`src/rtl/four_bit_comparator.sv`:
```
// Registered magnitude comparator: equal/less/greater flags plus max, min and
// absolute difference, unsigned or two's-complement selected per sample.
module four_bit_comparator #(
  parameter int WIDTH = 4
) (
  input  logic             clk,
  input  logic             rst,
  input  logic [WIDTH-1:0] a,
  input  logic [WIDTH-1:0] b,
  input  logic             in_valid,
  input  logic             signed_mode,
  output logic             a_equal_b,
  output logic             a_less_b,
  output logic             a_greater_b,
  output logic [WIDTH-1:0] max_out,
  output logic [WIDTH-1:0] min_out,
  output logic [WIDTH-1:0] abs_diff,
  output logic             out_valid
);

  // Inverting the sign bit maps two's-complement order onto unsigned order.
  function automatic logic less_than(input logic [WIDTH-1:0] x,
                                     input logic [WIDTH-1:0] y,
                                     input logic             sgn);
    logic [WIDTH-1:0] xk;
    logic [WIDTH-1:0] yk;
    xk = x;
    yk = y;
    if (sgn) begin
      xk[WIDTH-1] = ~x[WIDTH-1];
      yk[WIDTH-1] = ~y[WIDTH-1];
    end
    return (xk < yk);
  endfunction

  // max - min never exceeds 2^WIDTH-1, so the carry-out bit is always zero.
  function automatic logic [WIDTH-1:0] magnitude(input logic [WIDTH-1:0] mx,
                                                 input logic [WIDTH-1:0] mn);
    return mx - mn;
  endfunction

  logic             eq_d, lt_d, gt_d;
  logic [WIDTH-1:0] max_d, min_d, diff_d;
  logic             eq_q, lt_q, gt_q, vld_q;
  logic [WIDTH-1:0] max_q, min_q, diff_q;

  always_comb begin
    eq_d   = (a == b);
    lt_d   = less_than(a, b, signed_mode);
    gt_d   = !eq_d && !lt_d;
    max_d  = lt_d ? b : a;
    min_d  = lt_d ? a : b;
    diff_d = magnitude(max_d, min_d);
  end

  // Result stage: load on valid samples only, so idle inputs never disturb outputs.
  always_ff @(posedge clk) begin
    if (rst) begin
      eq_q   <= 1'b0;
      lt_q   <= 1'b0;
      gt_q   <= 1'b0;
      max_q  <= '0;
      min_q  <= '0;
      diff_q <= '0;
      vld_q  <= 1'b0;
    end else begin
      vld_q <= in_valid;
      if (in_valid) begin
        eq_q   <= eq_d;
        lt_q   <= lt_d;
        gt_q   <= gt_d;
        max_q  <= max_d;
        min_q  <= min_d;
        diff_q <= diff_d;
      end
    end
  end

  assign a_equal_b   = eq_q;
  assign a_less_b    = lt_q;
  assign a_greater_b = gt_q;
  assign max_out     = max_q;
  assign min_out     = min_q;
  assign abs_diff    = diff_q;
  assign out_valid   = vld_q;

endmodule

```
`config.mk`:
```
export PLATFORM = sky130hd
export DESIGN_NAME = four_bit_comparator
export DESIGN_NICKNAME = d
export VERILOG_FILES = /design/src/rtl/four_bit_comparator.sv
export SDC_FILE = /design/constraint.sdc
export NUM_CORES = 1
export LEC_CHECK = 0
export ABC_AREA = 1
export CORE_ASPECT_RATIO = 1.5
export CORE_MARGIN = 2
export CORE_UTILIZATION = 40
export DETAILED_ROUTE_END_ITERATION = 10
export PLACE_DENSITY = 0.72
export SLEW_MARGIN = 20
export SYNTH_ARGS = -nofsm -noshare
export SYNTH_HDL_FRONTEND = slang
export SYNTH_SLANG_ARGS = --single-unit
export TNS_END_PERCENT = 10
```
`constraint.sdc`:
```
create_clock -name clk -period 2.29 [get_ports clk]
set_input_delay 0.3435 -clock clk [delete_from_list [all_inputs] [get_ports clk]]
set_output_delay 0.3435 -clock clk [all_outputs]
set_load 0.03 [all_outputs]
```
==> results of run 1 <==
## cell type report
type / instances / area (um^2) / share of cell area (%)
multi-input combinational: 86 / 500 / 38.4
timing repair buffer: 34 / 323 / 24.8
sequential: 16 / 320 / 24.6
inverter: 25 / 93.8 / 7.20
clock buffer: 4 / 36.3 / 2.79
tap: 23 / 28.8 / 2.21
## logic make-up (layout without fill, tap and decap cells)
family | Yosys count | count (layout) | share of synthesized area, %
AND/OR/NAND/NOR | 60 | 60 | 33.4
buffers and inverters | 28 | 63 | 12.4
AO/OA/AOI/OAI | 22 | 22 | 14.7
flip-flops | 16 | 16 | 34.2
adder cells (fa/ha/maj) | 4 | 4 | 5.34
## sequential cells by signal (all words and copies together), names as in the netlist
| register | cells |
|---|---|
| abs_diff | 4 |
| max_out | 4 |
| min_out | 4 |
| a_equal_b | 1 |
| a_greater_b | 1 |
| a_less_b | 1 |
| out_valid | 1 |
## metal layers
metal | track usage [%] | vias up | share of wire (%)
li1 | - | 486 | -
met1 | 21.1 | 400 | 45
met2 | 30.6 | 15 | 50
met3 | 2.87 | 2 | 3.8
met4 | 6.82 | 0 | 1.0
met5 | 0 | - | 0
## stage by stage
step / instance area [um^2] / total power (W) / TNS (ns) / utilization (%)
after CTS: 1300 / 0.000781 / 0 / 58.3
after global placement: 1270 / 0.000592 / 0 / 56.7
after global routing: 1300 / 0.000821 / 0 / 58.3
after floorplan: 937 / 0.000492 / 0 / -
final: 1300 / 0.000772 / 0 / 58.3
after detailed placement: 1270 / 0.000597 / -0.0859 / 56.7
## report_power, final
part           switching, W  internal, W
combinational      0.000159     0.000117
sequential        0.0000116     0.000302
clock             0.0000848    0.0000967
## placed cells by master, fill, tap and decap left out
cell             synthesis  layout
nand2_2                  4       4
a21oi_1                  3       3
inv_1                   22      22
o21ai_2                  2       2
ha_1                     4       4
nand3_1                  2       2
nor2_1                  12      12
nand4_1                  5       5
dfxtp_1                 16      16
o21ai_0                  8       8
buf_4                    1       7
o211ai_1                 7       7
clkdlybuf4s50_1          0      27
clkbuf_8                 0       1
clkinv_1                 1       1
nand3_4                  2       2
nand2_4                  3       3
nand2_1                 30      30
clkbuf_4                 0       3
nand3_2                  2       2
a31oi_1                  2       2
inv_2                    2       2
## worst paths after layout
path         cells past startpoint  slack, ns                     from                  endpoint
max                             14       0.21                     b[1]  abs_diff[2]$_SDFFE_PP0P_
max reg2reg                      4       1.61  min_out[0]$_SDFFE_PP0P_   min_out[0]$_SDFFE_PP0P_
min                              2       0.50  min_out[3]$_SDFFE_PP0P_   min_out[3]$_SDFFE_PP0P_
min reg2reg                      2       0.50  min_out[3]$_SDFFE_PP0P_   min_out[3]$_SDFFE_PP0P_
## critical path, delay by kind of cell
kind,cells,cell delay (ns)
compound gates,1,0.17
simple gates,8,0.69
fa+ha+maj,2,0.47
buf+inv,3,0.61
==> metrics.md, run 1 <==
| Metric | Value |
|---|---|
| Setup Buffers After CTS | `0` |
| DRT Wirelength | `2070 um` |
| Synthesized area per cell | `between 7 and 8 um^2` |
| Fin. Hold Viols | `0` |
| Leakage power | `approximately 0.66 nW` |
| Routed wire length per instance | `about 11 um` |
| Commonest cells in the netlist | `30 x nand2_1, 22 x inv_1, 16 x dfxtp_1, 12 x nor2_1, 8 x o21ai_0` |
| Most common cell on crit path | `nand2_1` |
| Post-synth top area cell | `dfxtp_1` |
| Core area | `between 2000 and 2500 um^2` |
| Syn Inst Count | `130` |
| CTS sink count | `16` |
| Post-synthesis sequential area ratio | `34.2%` |
| Routed Antenna Nets | `0` |
| Critical path type | `input pin to register` |
| Final hold slack | `a little under 0.5 ns` |
| FMAX | `approximately 0.48 GHz` |
| Clk_lat worst skew | `~0.28 ns` |
| Vias in the first global route | `approximately 910` |
| Final GP Congestion | `roughly 0.87` |
| Pre-CTS WS | `-0.0541 ns` |
| Post-cts resize count | `0` |
| Worst-path cell chain | `clkdlybuf4s50_1 > inv_1 > ha_1 > nand2_1 > nand2_1 > nand3_4 > nand3_4 > nand2_1 > nand2_1 > nand2_1 > ha_1 > inv_1 > nand3_1 > a31oi_1` |
| Std cell rows | `21` |
| Gr ovfl total | `0` |
| Fillers | `211` |
| Final setup violating endpoints | `0` |
| Worst setup margin | `approximately 0.21 ns` |
| Count leader, synth | `nand2_1` |
| YS warnings | `0` |
| N_diodes | `0` |
| Tmin final | `2.08 ns` |
| Synthesized cell area | `about 940 um^2` |
| Nets | `approximately 180` |
| Drt drc | `0` |
| # IOs | `28` |
| Post-synth net total | `146` |
| CP max stage delay | `between 0.4 and 0.5 ns` |
| CTS Buf Count | `3` |
| Status | `complete, no violations` |
| CP endpoint kind | `register` |
| Drt first pass iters | `4` |
| Vias | `approximately 900` |
| Initial antenna violation count | `0` |
| Fin. max-slew vios | `0` |
| Slew HR | `approximately four fifths` |
| Cell at the slowest stage of the critical path | `clkdlybuf4s50_1` |
| Hold Buf Count CTS | `0` |
| Tcrit/Tclk final | `90.7%` |
| RSZ-0062 raised after global routing | `no` |
| Die X | `43.5 um` |
| Port Buffers | `27` |
| Syn-to-layout area delta | `39.0%` |
| Dpl cells | `roughly 180` |
| DR vias/cell | `between 4 and 5` |
| CP startpoint kind | `input pin` |
| Post-synth ARST share | `0%` |
| Layout Skew | `0 ns` |
| Hold Path Class | `register to register` |
| Clock Tree Buf Depth | `2` |
| Yosys top cell area share | `roughly 34%` |
| Yosys reg bits | `16` |
| Max cap viols | `0` |
| Tot GR Track Use | `around 18%` |
| Initial DRC count | `26` |
| Initial core utilization | `between 40% and 50%` |
| Crit path required time | `between 2 and 3 ns` |
| Largest net degree at the start of global routing | `24` |
| Total die area | `2750 um^2` |
| Clock transition at path regs | `roughly 0.090 ns` |
| Primary FF master, synth | `dfxtp_1` |
| Share of layout cells above drive strength 1 | `roughly 16%` |
| Fin cells | `~190` |
| Yosys cell types | `21` |
| Critical path peak fanout | `10` |
| Clk Tree Root Cell | `clkbuf_4` |
| Wire length of the first global-routing pass | `about 3800 um` |
| Worst vdd ir | `approximately 0.37 mV` |
| Worst-margin pin slew | `approximately 0.31 ns` |
| Die Y | `~63 um` |
| EDFF count, synth | `0` |
| H-tree levels | `1` |
| HPWL after DPL | `~1700 um` |
| P per Cell Area | `592 nW/um^2` |
| WP data arrival | `roughly 2.3 ns` |
| CTS tree | `yes` |
| Top post-synthesis cells by area | `dfxtp_1 34%, nand2_1 12%, inv_1 8.8%` |
Note: power is estimated with default switching activity, not from simulation.
==> run 2: changes to the inputs <==
--- a/config.mk
+++ b/config.mk
@@ -6,11 +6,13 @@
 export NUM_CORES = 1
 export LEC_CHECK = 0
 export ABC_AREA = 1
+export CELL_PAD_IN_SITES_DETAIL_PLACEMENT = 0
+export CELL_PAD_IN_SITES_GLOBAL_PLACEMENT = 1
 export CORE_ASPECT_RATIO = 1.5
 export CORE_MARGIN = 2
-export CORE_UTILIZATION = 40
+export CORE_UTILIZATION = 32
 export DETAILED_ROUTE_END_ITERATION = 10
-export PLACE_DENSITY = 0.72
+export PLACE_DENSITY = 0.8
 export SLEW_MARGIN = 20
 export SYNTH_ARGS = -nofsm -noshare
 export SYNTH_HDL_FRONTEND = slang
==> metrics.md, run 2 (synthesized netlist as in run 1, its figures left out) <==
| Metric | Value |
|---|---|
| Status | `complete, no violations (unchanged)` |
| Critical path peak fanout | `10 (unchanged)` |
| Setup Buffers After CTS | `0 (unchanged)` |
| Routed wire length per instance | `10.6 um (was 11.0 um)` |
| Max cap viols | `0 (unchanged)` |
| Drt drc | `0 (unchanged)` |
| PnR Total Power | `0.000842 W (was 0.000772 W)` |
| Die X | `48.2 um (was 43.5 um)` |
| Gr ovfl total | `0 (unchanged)` |
| Most common cell on crit path | `nand2_1 (unchanged)` |
| Largest net degree at the start of global routing | `24 (unchanged)` |
| Post-route cell area | `1350 um^2 (was 1300 um^2)` |
| Met1 Wirelength | `974 um (was 924 um)` |
| Worst setup margin | `0.212 ns (was 0.214 ns)` |
| CTS sink count | `16 (unchanged)` |
| Initial core utilization | `32.9% (was 42.0%)` |
| Die Y | `70.3 um (was 63.3 um)` |
| Worst-path cell chain | `clkdlybuf4s50_1 > inv_1 > ha_1 > nand2_1 > nand2_1 > nand3_4 > nand3_4 > nand2_1 > nand2_1 > nand2_1 > ha_1 > inv_1 > nand3_1 > a31oi_1 (unchanged)` |
| Fin. max-slew vios | `0 (unchanged)` |
| DR vias/cell | `4.42 (was 4.80)` |
| WP data arrival | `2.26 ns (was 2.29 ns)` |
| FMAX | `0.481 GHz (was 0.482 GHz)` |
| Delay-heaviest family, CP | `simple AND/OR/NAND/NOR gates (unchanged)` |
| Syn-to-layout area delta | `43.9% (was 39.0%)` |
| Core area | `2850 um^2 (was 2230 um^2)` |
| Tcrit/Tclk final | `90.7% (about the same)` |
| Slew HR | `78.7% (was 79.2%)` |
| WP buf/inv | `3 (unchanged)` |
| Critical path type | `input pin to register (unchanged)` |
| Fillers | `297 (was 211)` |
| Final setup violating endpoints | `0 (unchanged)` |
| P per Cell Area | `625 nW/um^2 (was 592 nW/um^2)` |
| Worst-margin pin slew | `0.319 ns (was 0.311 ns)` |
| Tmin final | `2.08 ns (about the same)` |
| Vias | `906 (was 903)` |
| Tot GR Track Use | `15.6% (was 17.7%)` |
| Most common cell after layout, fill and taps aside | `nand2_1 (unchanged)` |
| Dpl cells | `201 (was 184)` |
| Post-cts resize count | `0 (unchanged)` |
| Worst vdd ir | `0.388 mV (was 0.374 mV)` |
| CP max stage delay | `0.48 ns (about the same)` |
| Hold Path Class | `register to register (unchanged)` |
| Cell at the slowest stage of the critical path | `clkdlybuf4s50_1 (unchanged)` |
| Vias in the first global route | `904 (was 909)` |
| Fin. Hold Viols | `0 (unchanged)` |
| Initial DRC count | `10 (was 26)` |
| CTS tree | `yes (unchanged)` |
| Leakage power | `0.671 nW (was 0.659 nW)` |
| Final GP Congestion | `0.757 (was 0.871)` |
| Initial antenna violation count | `0 (unchanged)` |
| Clk_lat worst skew | `0.25 ns (was 0.28 ns)` |
| Setup Total Neg Slack | `0 ns (unchanged)` |
| Wire length of the first global-routing pass | `3930 um (was 3820 um)` |
| DRT Wirelength | `2170 um (was 2070 um)` |
| Top layer in use | `met4 (unchanged)` |
| CP endpoint kind | `register (unchanged)` |
| Pre-CTS WS | `-0.0309 ns (was -0.0541 ns)` |
| # IOs | `28 (unchanged)` |
| CP startpoint kind | `input pin (unchanged)` |
| WL met2 | `1070 um (was 1040 um)` |
| Clock transition at path regs | `0.06 ns (was 0.09 ns)` |
| Total die area | `3390 um^2 (was 2750 um^2)` |
| Nets | `183 (was 182)` |
| Share of layout cells above drive strength 1 | `16.3% (was 15.8%)` |
| Std cell rows | `24 (was 21)` |
| Fin cells | `205 (was 188)` |
| N_diodes | `0 (unchanged)` |
| H-tree levels | `1 (unchanged)` |
| Clk Tree Root Cell | `clkbuf_8 (was clkbuf_4)` |
| Hold Buf Count CTS | `0 (unchanged)` |
| Drt first pass iters | `4 (unchanged)` |
| Clock Tree Buf Depth | `2 (unchanged)` |
| HPWL after DPL | `1720 um (was 1670 um)` |
| Layout Skew | `0 ns (unchanged)` |
| CTS Buf Count | `3 (unchanged)` |
| Port Buffers | `27 (unchanged)` |
| Most frequent cells in the layout | `30 x nand2_1, 27 x clkdlybuf4s50_1, 22 x inv_1, 16 x dfxtp_1, 12 x nor2_1 (unchanged)` |
| WL met3 | `82 um (was 78 um)` |
| Crit path required time | `2.47 ns (was 2.50 ns)` |
| Routed Antenna Nets | `0 (unchanged)` |
| Placed inst area | `1290 um^2 (was 1270 um^2)` |
| RSZ-0062 raised after global routing | `no (unchanged)` |
## run 2: cell count changes in the layout (fill, tap and decap cells not counted)
cell      before  now
clkbuf_8       1    4
clkbuf_4       3    0
buf_4          7    8
## run 2: stage by stage
step                      hold slack, ns  util, %
after detailed placement           0.470     45.4
final                              0.478     47.3
after global routing               0.501     47.3
after floorplan                    0.413        -
after CTS                          0.484     47.3
after global placement             0.461     45.4
## run 2: layout make-up
cell class | instances | area, um^2 | share of cell area (%)
Tap cell | 39 | 48.8 | 3.62
Timing Repair Buffer | 35 | 330 | 24.5
Clock buffer | 4 | 55.1 | 4.08
Inverter | 25 | 93.8 | 6.96
Sequential cell | 16 | 320 | 23.7
Multi-Input combinational cell | 86 | 500 | 37.1
## run 2: final timing paths
kind,start,cells after the start,slack (ns),to
worst min-delay path,a_greater_b$_SDFFE_PP0P_,2,0.48,a_greater_b$_SDFFE_PP0P_
worst max-delay path,b[1],14,0.21,abs_diff[2]$_SDFFE_PP0P_
worst min register to register,a_greater_b$_SDFFE_PP0P_,2,0.48,a_greater_b$_SDFFE_PP0P_
worst max register to register,min_out[0]$_SDFFE_PP0P_,4,1.62,min_out[0]$_SDFFE_PP0P_
## run 2: worst register-to-register path: stages, from the launching register on
cell and delay, ns:
dfxtp_1 0.31, nor2_1 0.10, nor2_1 0.04, o21ai_0 0.07
inv_1 0.05
## run 2: power breakdown
part	switching, W	internal (W)
clock	0.0000960	0.000153
sequential	0.0000110	0.000302
combinational	0.000161	0.000120
## run 2: metal layers
metal / global-route usage, % / vias to the layer above
li1: - / 486
met1: 20.7 / 393
met2: 23.7 / 22
met3: 2.58 / 5
met4: 7.21 / 0
met5: 0 / -
